## config.mk

```make
export PLATFORM = sky130hd
export DESIGN_NAME = key_adjust_ctrl
export DESIGN_NICKNAME = d
export VERILOG_FILES = /design/src/rtl/key_adjust_ctrl.sv
export SDC_FILE = /design/constraint.sdc
export NUM_CORES = 1
export LEC_CHECK = 0
export CAP_MARGIN = 10
export CORE_UTILIZATION = 55
export DETAILED_ROUTE_END_ITERATION = 16
export MAX_ROUTING_LAYER = met4
export PLACE_DENSITY = 0.73
export SLEW_MARGIN = 30
export SYNTH_ARGS = -nofsm -noshare
export SYNTH_HDL_FRONTEND = slang
export SYNTH_SLANG_ARGS = --single-unit
```

## constraint.sdc

```tcl
create_clock -name clk -period 9.75 [get_ports clk]
set_input_delay 1.95 -clock clk [delete_from_list [all_inputs] [get_ports clk]]
set_output_delay 1.95 -clock clk [all_outputs]
set_load 0.03 [all_outputs]
```

## src/rtl/key_adjust_ctrl.sv

```systemverilog
// Pushbutton front-end for the time/alarm adjust path: sync + debounce of three
// active-low keys, adjust field select, and inc/dec pulses with hold-to-repeat.
module key_adjust_ctrl #(
    parameter int unsigned DB_CYCLES  = 1_000_000,
    parameter int unsigned RPT_DELAY  = 25_000_000,
    parameter int unsigned RPT_PERIOD = 5_000_000,
    parameter int unsigned NUM_FIELDS = 3
) (
    input  logic       clk,
    input  logic       rst,
    input  logic       sw17,
    input  logic       key1_n,
    input  logic       key2_n,
    input  logic       key3_n,
    output logic [1:0] adjust,
    output logic       key2,
    output logic       key3
);

    localparam int unsigned NK    = 3;
    localparam int unsigned DB_W  = $clog2(DB_CYCLES);
    localparam int unsigned TMR_W = 25;
    localparam int unsigned ADJ_W = 2;

    typedef enum logic [1:0] {IDLE, HOLD, RPT} rpt_state_t;

    logic [NK-1:0]           sync1;
    logic [NK-1:0]           sync2;
    logic [NK-1:0]           stable;
    logic [NK-1:0]           stable_d;
    logic [NK-1:0][DB_W-1:0] db_cnt;
    logic [NK-1:0]           pressed;
    logic [NK-1:0]           press_edge;
    logic                    sw17_d;

    assign pressed    = ~sync2;
    assign press_edge = stable & ~stable_d;

    // Two-flop sync and per-key debounce; index 0/1/2 = key1/key2/key3.
    always_ff @(posedge clk or posedge rst) begin
        if (rst) begin
            sync1    <= '1;
            sync2    <= '1;
            stable   <= '0;
            stable_d <= '0;
            db_cnt   <= '0;
        end else begin
            sync1    <= {key3_n, key2_n, key1_n};
            sync2    <= sync1;
            stable_d <= stable;
            for (int i = 0; i < NK; i++) begin
                if (pressed[i] == stable[i]) begin
                    db_cnt[i] <= '0;
                end else if (db_cnt[i] == DB_W'(DB_CYCLES - 1)) begin
                    stable[i] <= pressed[i];
                    db_cnt[i] <= '0;
                end else begin
                    db_cnt[i] <= db_cnt[i] + DB_W'(1);
                end
            end
        end
    end

    // Field select: cleared when adjust mode is entered, advanced by key1.
    always_ff @(posedge clk or posedge rst) begin
        if (rst) begin
            adjust <= '0;
            sw17_d <= 1'b0;
        end else begin
            sw17_d <= sw17;
            if (sw17 && !sw17_d) begin
                adjust <= '0;
            end else if (sw17 && press_edge[0]) begin
                adjust <= (adjust == ADJ_W'(NUM_FIELDS - 1)) ? '0 : adjust + ADJ_W'(1);
            end
        end
    end

    rpt_state_t       state     [2];
    rpt_state_t       state_nxt [2];
    logic [TMR_W-1:0] tmr       [2];
    logic [TMR_W-1:0] tmr_nxt   [2];
    logic [1:0]       pulse_nxt;
    logic [1:0]       go;
    logic [1:0]       held;

    // Index 0 = increment (key2), 1 = decrement (key3); key2 wins a tie.
    assign held  = stable[2:1];
    assign go[0] = press_edge[1] && (state[1] == IDLE);
    assign go[1] = press_edge[2] && (state[0] == IDLE) && !go[0];

    always_comb begin
        pulse_nxt = '0;
        for (int i = 0; i < 2; i++) begin
            state_nxt[i] = state[i];
            tmr_nxt[i]   = tmr[i];
            if (!sw17 || !held[i]) begin
                state_nxt[i] = IDLE;
                tmr_nxt[i]   = '0;
            end else begin
                case (state[i])
                    IDLE: begin
                        if (go[i]) begin
                            state_nxt[i] = HOLD;
                            tmr_nxt[i]   = TMR_W'(RPT_DELAY - 1);
                            pulse_nxt[i] = 1'b1;
                        end
                    end
                    HOLD, RPT: begin
                        if (tmr[i] == '0) begin
                            state_nxt[i] = RPT;
                            tmr_nxt[i]   = TMR_W'(RPT_PERIOD - 1);
                            pulse_nxt[i] = 1'b1;
                        end else begin
                            tmr_nxt[i] = tmr[i] - TMR_W'(1);
                        end
                    end
                    default: begin
                        state_nxt[i] = IDLE;
                        tmr_nxt[i]   = '0;
                    end
                endcase
            end
        end
    end

    always_ff @(posedge clk or posedge rst) begin
        if (rst) begin
            for (int i = 0; i < 2; i++) begin
                state[i] <= IDLE;
                tmr[i]   <= '0;
            end
            key2 <= 1'b0;
            key3 <= 1'b0;
        end else begin
            for (int i = 0; i < 2; i++) begin
                state[i] <= state_nxt[i];
                tmr[i]   <= tmr_nxt[i];
            end
            key2 <= pulse_nxt[0];
            key3 <= pulse_nxt[1];
        end
    end

endmodule

```

# Word level (Yosys, flattened, before mapping)
# Index checks and enable logic that the tools add are counted.
[op_classes]
add_sub_neg = 6
eq_ne = 15
muxes = 33
n_bitwise = 6
reduce_logical = 24
[ops]
columns = ["operator", "count"]
rows = [
  ["2-to-1 mux 25 bit", 6],
  ["2-to-1 mux 20 bit", 6],
  ["one-hot mux 25 bit (2 select lines)", 2],
  ["adder 20 x 1 -> 20 bit (second input constant)", 3],
  ["equality test 20 bit (second input constant)", 3],
  ["zero test 25 bit", 2],
  ["subtractor 25 x 1 -> 25 bit (second input constant)", 2],
  ["2-to-1 mux 2 bit", 9],
  ["AND reduction 2 bit", 5],
  ["one-hot mux 2 bit (2 select lines)", 2],
  ["equality test 2 bit (second input constant)", 3],
  ["2-to-1 mux 1 bit", 6],
  ["!= test 3 x 2 -> 1 bit (second input constant)", 2],
  ["!= test 3 bit (second input constant)", 2],
  ["inverter 3 bit", 2],
  ["logical AND 1 bit", 5],
  ["zero test 1 bit", 5],
  ["equality test 2 x 1 -> 1 bit (second input constant)", 2],
  ["zero test 2 bit", 2],
  ["one-hot mux 1 bit (2 select lines)", 2],
  ["OR reduction 2 bit", 2],
  ["bitwise AND 3 bit", 1],
  ["equality test 1 bit", 3],
  ["inverter 1 bit", 3],
  ["other kinds (3)", 4],
]
[totals]
register_bits = 131
inputBits = 6
output_inout_bits = 4
elab_cells = 101

# Longest topological paths before layout
# Gate-level depths: netlist (run 1).
[depth]
ltp_word = 8
ltp_mapped = 9
depth_no_buf = 7

# Least setup slack after synthesis (run 1)
# No wires, ideal clock.
[synth_path]
path_kind = "input to register"
start = "input sw17"
end = "register tmr[28] (netlist bit)"
setup_ns = 0.116
t_arrival_ns = 3.302
required_ns = 9.634
path_slack_ns = 6.333
stages = 7
path_buffers = 2
cell_sequence = "buf_2 -> nand4b_1 -> a21oi_1 -> nand3_1 -> o31a_1 -> clkbuf_1 -> o311ai_0"
[synth_via]
elab_chain_cells = 3
word_cells_on_any_way = 4
cone_classes = "eq/ne: 1; mux: 1; reduce/logical: 2"
[synth_rtl]
columns = ["item", "line_no", "text"]
rows = [
  ["start: declaration", "11", "input logic sw17,"],
  ["zero test 1 bit *", "97", "if (!sw17 || !held[i]) begin"],
  ["logical OR 1 bit *", "97", ""],
  ["!= test 3 x 2 -> 1 bit (no line) or 2-to-1 mux 25 bit (tied branches)", "n/a", ""],
  ["end signal: indexed assignment", "138", "tmr[i] <= tmr_nxt[i];"],
  ["end: declaration", "81", "logic [TMR_W-1:0] tmr [2];"],
]
# Every way passes the cells marked *; elsewhere a longest branch is shown, timed or not.
# A chain may end at the register's enable or synchronous reset.

# Worst setup path after layout (run 1)
[layout_path]
start = "input sw17"
end = "register tmr[17] (netlist bit)"
# The elaborated chain is that of the path after synthesis.

==> results by group, run 1 <==
Run status
  – Status: completed

Route
  – DR vias: 5330
  – Remaining antenna violation count: 0
  – Via/cell ratio: 6.06
  – Drt total wl: 13.9 mm
  – Routed wire per std cell: 15.9 um
  – # DRC: 0
  – Top Metal Used: met4
  – WL met3: 612 um
  – Initial DRC count: 427
  – Post-Route M1 WL: 6.51 mm
  – First-pass detailed-route iteration total: 5
  – Met2 routed WL: 6.56 mm

Final layout
  – Most frequent cells in the layout: dfrtp_1, nor2_1, nand2_1, xnor2_1, o21ai_0
  – Fin nets: 735
  – FILL cells: 946
  – Final Util: 0.632
  – Final non-filler cell total: 879
  – Layout cell share with drive strength beyond 1: 0.0738
  – Area growth syn-to-layout: 12.1%
  – Commonest non-fill, non-tap cell in the layout: dfrtp_1
  – Antenna diode count: 0

Power
  – Net Sw Power: 250 uW
  – Comb power frac: 0.021
  – PwrDens: 164 nW/um^2
  – Max IR drop VDD: 0.000153 V
  – P_int: 992 uW
  – Switch share: 0.201
  – Sequential power share: 0.446
  – Part of the power in the clock network: 0.533
  – Leakage power: 0.00337 uW

Global route
  – Gr usage total: 0.245
  – Vias in the first global route: 5177
  – First-pass GRT wire length: 24.0 mm
  – GRT overflow: 0
  – Pin count of the biggest net entering global routing: 53
  – Initial antenna violation count: 0

Hold path
  – Worst hold path type: flop to flop

STA
  – Slew margin rel.: 0.471
  – Layout Skew: 0.00456 ns
  – Slew Viols, Final: 0
  – Max Freq: 0.247 GHz
  – Final hold violations: 0
  – # setup viols final: 0
  – Hold slack: 0.354 ns
  – RSZ-0062 raised after global routing: no
  – Fin crit share: 0.415
  – Setup tns final: 0 ns
  – Actual slew at the worst max-slew pin: 0.793 ns
  – Worst setup margin: 5.70 ns
  – Tmin final: 4.05 ns

Clocking
  – Total CTS buffers: 17
  – Root Buffer: clkbuf_16
  – CTS tree: yes
  – Clk sink count: 131
  – Max Buffers Root-to-Sink: 2
  – H-tree depth: 4
  – Hold-fix buffers, CTS: 0
  – Clock slew at reported path FFs: 0.05 ns
  – Clock Latency Late Sink: 0.42 ns
  – Post-CTS sizing: 0
  – Postcts setup bufs: 0

Logic synthesis
  – Syn_area_per_cell: 9.46 sq um
  – Warning count from the yosys run: 0
  – Library cells used by synthesis: 67
  – Synth top area cells: dfrtp_1, nor2_1, xnor2_1
  – Gate Count Post-Synth: 713
  – Predominant post-synthesis flop cell: dfrtp_1
  – Synthesized area: 6750 sq um
  – Register area share after synthesis: 0.487
  – Syn nets: 729
  – EDFF count, synth: 0
  – Async set-reset flop share out of synthesis: 1.00
  – Post-synth top area share: 0.464
  – Synth Register Bits: 131
  – Largest area contributor in the netlist: dfrtp_1

Floorplanning
  – Initial core utilization: 0.564
  – Die X: 113 um
  – Die area: 12700 sq um
  – Top-Level Pins: 10
  – Row cnt: 40
  – Total core area: 12000 sq um
  – Chip height: 113 um

Placement
  – DP HPWL: 9.21 mm
  – Placer congestion estimate: 0.835
  – Port bufs: 9
  – Worst slack, placed: 5.34 ns
  – Cell count after placement: 847

Worst setup path
  – WP data arrival: 4.38 ns
  – Worst setup EP type: flop
  – CP Class: input port to flop
  – Critical path required time: 10.08 ns
  – Largest fanout on the critical path: 23
  – Startpoint types: input port

Run
  – Number of max-cap violations: 0
-- cell families after synthesis --
group | count (synthesis) | share of synthesized area
adder cells (fa/ha/maj) | 10 | 0.0185
multiplexers | 5 | 0.00761
AO/OA/AOI/OAI | 123 | 0.123
AND/OR/NAND/NOR | 325 | 0.243
XOR/XNOR | 67 | 0.0870
buffers and inverters | 52 | 0.0339
flip-flops | 131 | 0.487
-- power groups by stage --
stage | Combinational [uW] | Sequential, uW | Clock (uW)
after floorplan | 17.6 | 562 | 0
after global placement | 23.8 | 563 | 0
after detailed placement | 26.4 | 563 | 0
after CTS | 26.5 | 554 | 672
after global routing | 29.6 | 554 | 697
final | 25.5 | 554 | 662
-- worst max-delay path: stages --
cell and delay (ns):
clkdlybuf4s50_1 0.74, nand4b_1 0.20, a211o_1 0.57, a31oi_2 0.57
o31ai_1 0.16, a31oi_1 0.19
-- synthesized netlist by cell type, drive strengths merged, types with 13 or more instances --
cell and n:
a21oi 25, nor4 23, inv 27, xor2 24, nand4 16, clkbuf 13
nor2 113, nand2 52, o21ai 35, xnor2 43, dfrtp 125, nor3 26
nand3 33
-- registers in the layout, indices dropped and copies added, names as in the netlist --
name      flops
adjust        2
key3          1
stable_d      3
sw17_d        1
tmr          50
key2          1
stable        3
sync1         3
state         4
sync2         3
db_cnt       60
-- stage by stage --
step | total power, uW | area [sq um]
global route | 1280 | 7560
CTS | 1250 | 7560
finish | 1240 | 7560
detailed placement | 590 | 6940
global placement | 587 | 6910
floorplan | 580 | 6750
-- area by class of cell --
cell class / instances / area (sq um) / area share
sequential: 131 / 3290 / 0.435
multi-input combinational: 530 / 3230 / 0.427
clock buffer: 24 / 502 / 0.0664
tap: 147 / 184 / 0.0243
timing repair buffer: 12 / 133 / 0.0175
clock inverter: 8 / 123 / 0.0162
inverter: 27 / 104 / 0.0137
-- routing by layer --
| metal | track usage | vias up |
|---|---|---|
| li1 | - | 2555 |
| met1 | 0.317 | 2595 |
| met2 | 0.371 | 154 |
| met3 | 0.0546 | 26 |
| met4 | 0.115 | 0 |
| met5 | - | - |
-- worst paths after layout --
kind,from,to,slack (ns),depth (start not counted)
max,sw17,tmr[17],5.70,6
min,sync1[2],sync2[2],0.35,0
max reg2reg,tmr[30],tmr[32],7.04,5
min reg2reg,sync1[2],sync2[2],0.35,0
max in group asynchronous,rst,sync2[2],6.54,4
min in group asynchronous,rst,db_cnt[18],1.98,2
Power figures use the tool's default switching activity.
==> inputs of run 2 (changes only) <==
--- a/config.mk
+++ b/config.mk
@@ -9,7 +9,7 @@
 export CORE_UTILIZATION = 55
 export DETAILED_ROUTE_END_ITERATION = 16
 export MAX_ROUTING_LAYER = met4
-export PLACE_DENSITY = 0.73
+export PLACE_DENSITY = 0.76
 export SLEW_MARGIN = 30
 export SYNTH_ARGS = -nofsm -noshare
 export SYNTH_HDL_FRONTEND = slang
==> constraint.sdc (replaced) <==
create_clock -name clk -period 3.56 [get_ports clk]
set_input_delay 0.712 -clock clk [delete_from_list [all_inputs] [get_ports clk]]
set_output_delay 0.712 -clock clk [all_outputs]
set_load 0.03 [all_outputs]
==> results by group, run 2 (synthesized netlist as in run 1, its figures left out) <==
Run status
  – Status: completed

Hold path
  – Hold depth: 0
  – Hold_sp: sync1[1]
  – Hold worst-path end: sync2[1]
  – Worst hold path type: flop to flop

Route
  – # DRC: 0
  – First-pass detailed-route iteration total: 4
  – Remaining antenna violation count: 0
  – Routed wire per std cell: 15.4 um
  – Initial DRC count: 335
  – DR vias: 5279
  – Via/cell ratio: 5.99
  – Drt total wl: 13.6 mm

Clocking
  – Post-CTS sizing: 0
  – Root Buffer: clkbuf_16
  – Clock slew at reported path FFs: 0.06 ns
  – CTS tree: yes
  – H-tree depth: 4
  – Clk sink count: 131
  – Max Buffers Root-to-Sink: 2
  – Clock Latency Late Sink: 0.43 ns
  – Postcts setup bufs: 0
  – Hold-fix buffers, CTS: 0
  – Total CTS buffers: 17

STA
  – Layout Skew: 0.0114 ns
  – Final hold violations: 0
  – # setup viols final: 0
  – Max Freq: 0.376 GHz
  – Slew margin rel.: 0.512
  – Slew Viols, Final: 0
  – RSZ-0062 raised after global routing: no
  – Hold slack: 0.355 ns
  – Actual slew at the worst max-slew pin: 0.731 ns
  – Setup tns final: 0 ns
  – Fin crit share: 0.747
  – Tmin final: 2.66 ns

Power
  – Comb power frac: 0.020
  – Switch share: 0.211
  – Total power: 3380 uW
  – P_int: 2660 uW
  – Sequential power share: 0.449
  – Leakage power: 0.00337 uW
  – PwrDens: 446 nW/um^2
  – Max IR drop VDD: 0.000398 V
  – Net Sw Power: 711 uW
  – Part of the power in the clock network: 0.530

Worst setup path
  – Startpoint types: flop
  – RR Startpoint: tmr[30]
  – Worst setup EP type: flop
  – Largest fanout on the critical path: 14
  – Reg2reg path depth: 5
  – WP data arrival: 2.94 ns
  – CP Class: flop to flop
  – FF-to-FF End: tmr[32]
  – Reg2Reg Setup Slack: 0.90 ns
  – Critical path required time: 3.84 ns

Placement
  – DP HPWL: 9.04 mm
  – Placer congestion estimate: 0.845
  – Port bufs: 9

Final layout
  – Most frequent cells in the layout: dfrtp_1, nor2_1, nand2_1, xnor2_1, o21ai_0
  – Layout cell share with drive strength beyond 1: 0.0763
  – Max reg flops: 60
  – Fin nets: 737
  – Antenna diode count: 0
  – Top flop regs: db_cnt: 60 flops, tmr: 50 flops, state: 4 flops
  – Biggest register: db_cnt
  – Area growth syn-to-layout: 12.2%
  – Commonest non-fill, non-tap cell in the layout: dfrtp_1

Floorplanning
  – Total core area: 12000 sq um
  – Top-Level Pins: 10
  – Die area: 12700 sq um
  – Row cnt: 40
  – Initial core utilization: 0.564
  – Die X: 113 um
  – Chip height: 113 um

Global route
  – GRT overflow: 0
  – Initial antenna violation count: 0
  – Pin count of the biggest net entering global routing: 55
  – Gr usage total: 0.241
  – Vias in the first global route: 5111
  – First-pass GRT wire length: 23.5 mm

Run
  – Number of max-cap violations: 0
## run 2: cell types whose count changed in the layout (fill, tap and decap cells not counted)
cell	delta
buf_16	-1
clkinv_4	+3
clkinv_2	-1
clkbuf_8	-3
inv_4	-1
clkinvlp_4	+1
buf_12	+2
buf_4	+1
inv_6	+1
## run 2: metrics by stage
stage               setup slack (ns)  std cells   util  instance area (sq um)
finish                         0.899        881  0.633                   7570
global route                   0.636        881  0.633                   7570
CTS                            0.947        881  0.633                   7570
detailed placement             0.666        849  0.582                   6960
global placement               0.722        849  0.582                   6960
floorplan                       1.23        713      -                   6750
## run 2: final cells by class
class	instances	area, sq um
clock buffer	21	460
clock inverter	11	153
fill	952	4390
inverter	27	105
multi-input combinational	530	3230
sequential	131	3290
tap	147	184
timing repair buffer	14	153
## run 2: power groups by stage
stage          combinational [uW]  sequential [uW]  clock (uW)
2_1_floorplan                48.5             1540           0
3_3_place_gp                 69.7             1540           0
3_5_place_dp                 71.5             1540           0
4_1_cts                      72.0             1520        1820
5_1_grt                      80.9             1520        1890
6_report                     69.1             1520        1790
## run 2: worst max-delay path by stage
stage | startpoint | endpoint | depth (start not counted)
floorplan | rst | adjust[0] | 1
global placement | sw17 | tmr[42] | 6
detailed placement | sw17 | tmr[42] | 6
CTS | tmr[31] | tmr[32] | 5
global route | tmr[30] | tmr[32] | 5
finish | tmr[30] | tmr[32] | 5
## run 2: per-layer routing
metal | track usage | up-vias | part of all wire
met5 | - | - | 0
met4 | 0.115 | 0 | 0.016
met3 | 0.0482 | 14 | 0.052
met2 | 0.365 | 143 | 0.47
met1 | 0.312 | 2558 | 0.46
li1 | - | 2564 | -
## run 2: critical path: stages, from the launching register on
cell and delay (ns):
dfrtp_1 0.42, nor4_1 0.58, and4b_1 0.60, nand3_1 0.25, a31oi_1 0.57, nor2_1 0.10
==> RTL change, RTL diff (config.mk and constraints of run 2) <==
Put one more register stage on the output `key3`. The value now appears one clock later. The other outputs are not delayed to match.
--- a/src/rtl/key_adjust_ctrl.sv
+++ b/src/rtl/key_adjust_ctrl.sv
@@ -23,6 +23,8 @@
     localparam int unsigned ADJ_W = 2;
 
     typedef enum logic [1:0] {IDLE, HOLD, RPT} rpt_state_t;
+
+    logic key3_s0;
 
     logic [NK-1:0]           sync1;
     logic [NK-1:0]           sync2;
@@ -131,15 +133,19 @@
                 tmr[i]   <= '0;
             end
             key2 <= 1'b0;
-            key3 <= 1'b0;
+            key3_s0 <= 1'b0;
         end else begin
             for (int i = 0; i < 2; i++) begin
                 state[i] <= state_nxt[i];
                 tmr[i]   <= tmr_nxt[i];
             end
             key2 <= pulse_nxt[0];
-            key3 <= pulse_nxt[1];
+            key3_s0 <= pulse_nxt[1];
         end
+    end
+
+    always_ff @(posedge clk) begin
+        key3 <= key3_s0;
     end
 
 endmodule
Formal check against the unedited RTL: same outputs for any inputs over 10 cycles, from zero or initial values and one cycle with rst high; that may be too few to reach the edited logic, so the function may still have changed.
==> RTL change against run 2 <==
- worst setup slack gained 0.020 ns
- synthesized area grew 0.30%
- count of clock-buffer cells in the layout shrank 3
- maximum frequency grew 0.77%
- total power grew 3.9%
- sequential cell count grew 1
- routed wire length grew 3.4%
- design area grew 0.55%
- critical path type unchanged
- largest cell class unchanged
==> RTL change: results <==
[worst_hold_path]
holdPathEnd = "key3$_DFF_P_"

[sta]
clock_skew_ns = 0.00611
timing.hold.ws_ns = 0.341

[global_route]
grt_use_total = 0.253
grt_start_max_net_pins = 132
use_met3 = 0.0616
grt_first_pass_wirelength_um = 24900
first_global_vias = 5341

[setup_path]
critPathLaunch = "tmr[0]$_DFFE_PP0P_"
crit_path_max_fanout = 12
r2r_slack_ns = 0.92
r2r_cells = 7
endpoint = "tmr[2]$_DFFE_PP0P_"
critical-path-slowest-cell = "and4_1"

[layout]
fillers = 919
nNetsFinal = 738

[routing]
met3_wirelength_um = 636
wl_met1_um = 6380
wl_per_cell_um = 15.9
dr_wl_met2_um = 6810
first_pass_iters = 5
drt_iter0_drc = 261

[yosys]
synthArstFlopShare = 0.992
ys_types = 68
syn_nets = 730

[status]
run_status = "completed"

[pwr]
swShare = 0.205
==> RTL change: cell types whose count changed after synthesis, sizes merged <==
cell	before	now
dfxtp	0	1
==> RTL change: through the flow <==
step                instance area [sq um]  power [mW]  cells   util  setup WS (ns)
floorplan                            6770        1.60    714      -           1.23
global placement                     6970        1.62    850  0.580          0.704
detailed placement                   6970        1.62    850  0.580          0.640
CTS                                  7610        3.53    882  0.634          0.941
global route                         7610        3.62    882  0.634          0.636
finish                               7610        3.51    882  0.634          0.920
==> RTL change: cell type report <==
class,count,share of cell area
clock buffers,18,0.0577
clock inverters,14,0.0273
inverters,27,0.0138
multi-input cells,530,0.424
flip-flops and latches,132,0.434
well taps,147,0.0242
repair buffers,14,0.0184
==> RTL change: cells by family after synthesis <==
family	count (synthesis)	synth area share
AND/OR/NAND/NOR	325	0.242
AO/OA/AOI/OAI	123	0.123
adder cells (fa/ha/maj)	10	0.0185
XOR/XNOR	67	0.0867
multiplexers	5	0.00758
flip-flops	132	0.489
buffers and inverters	52	0.0338
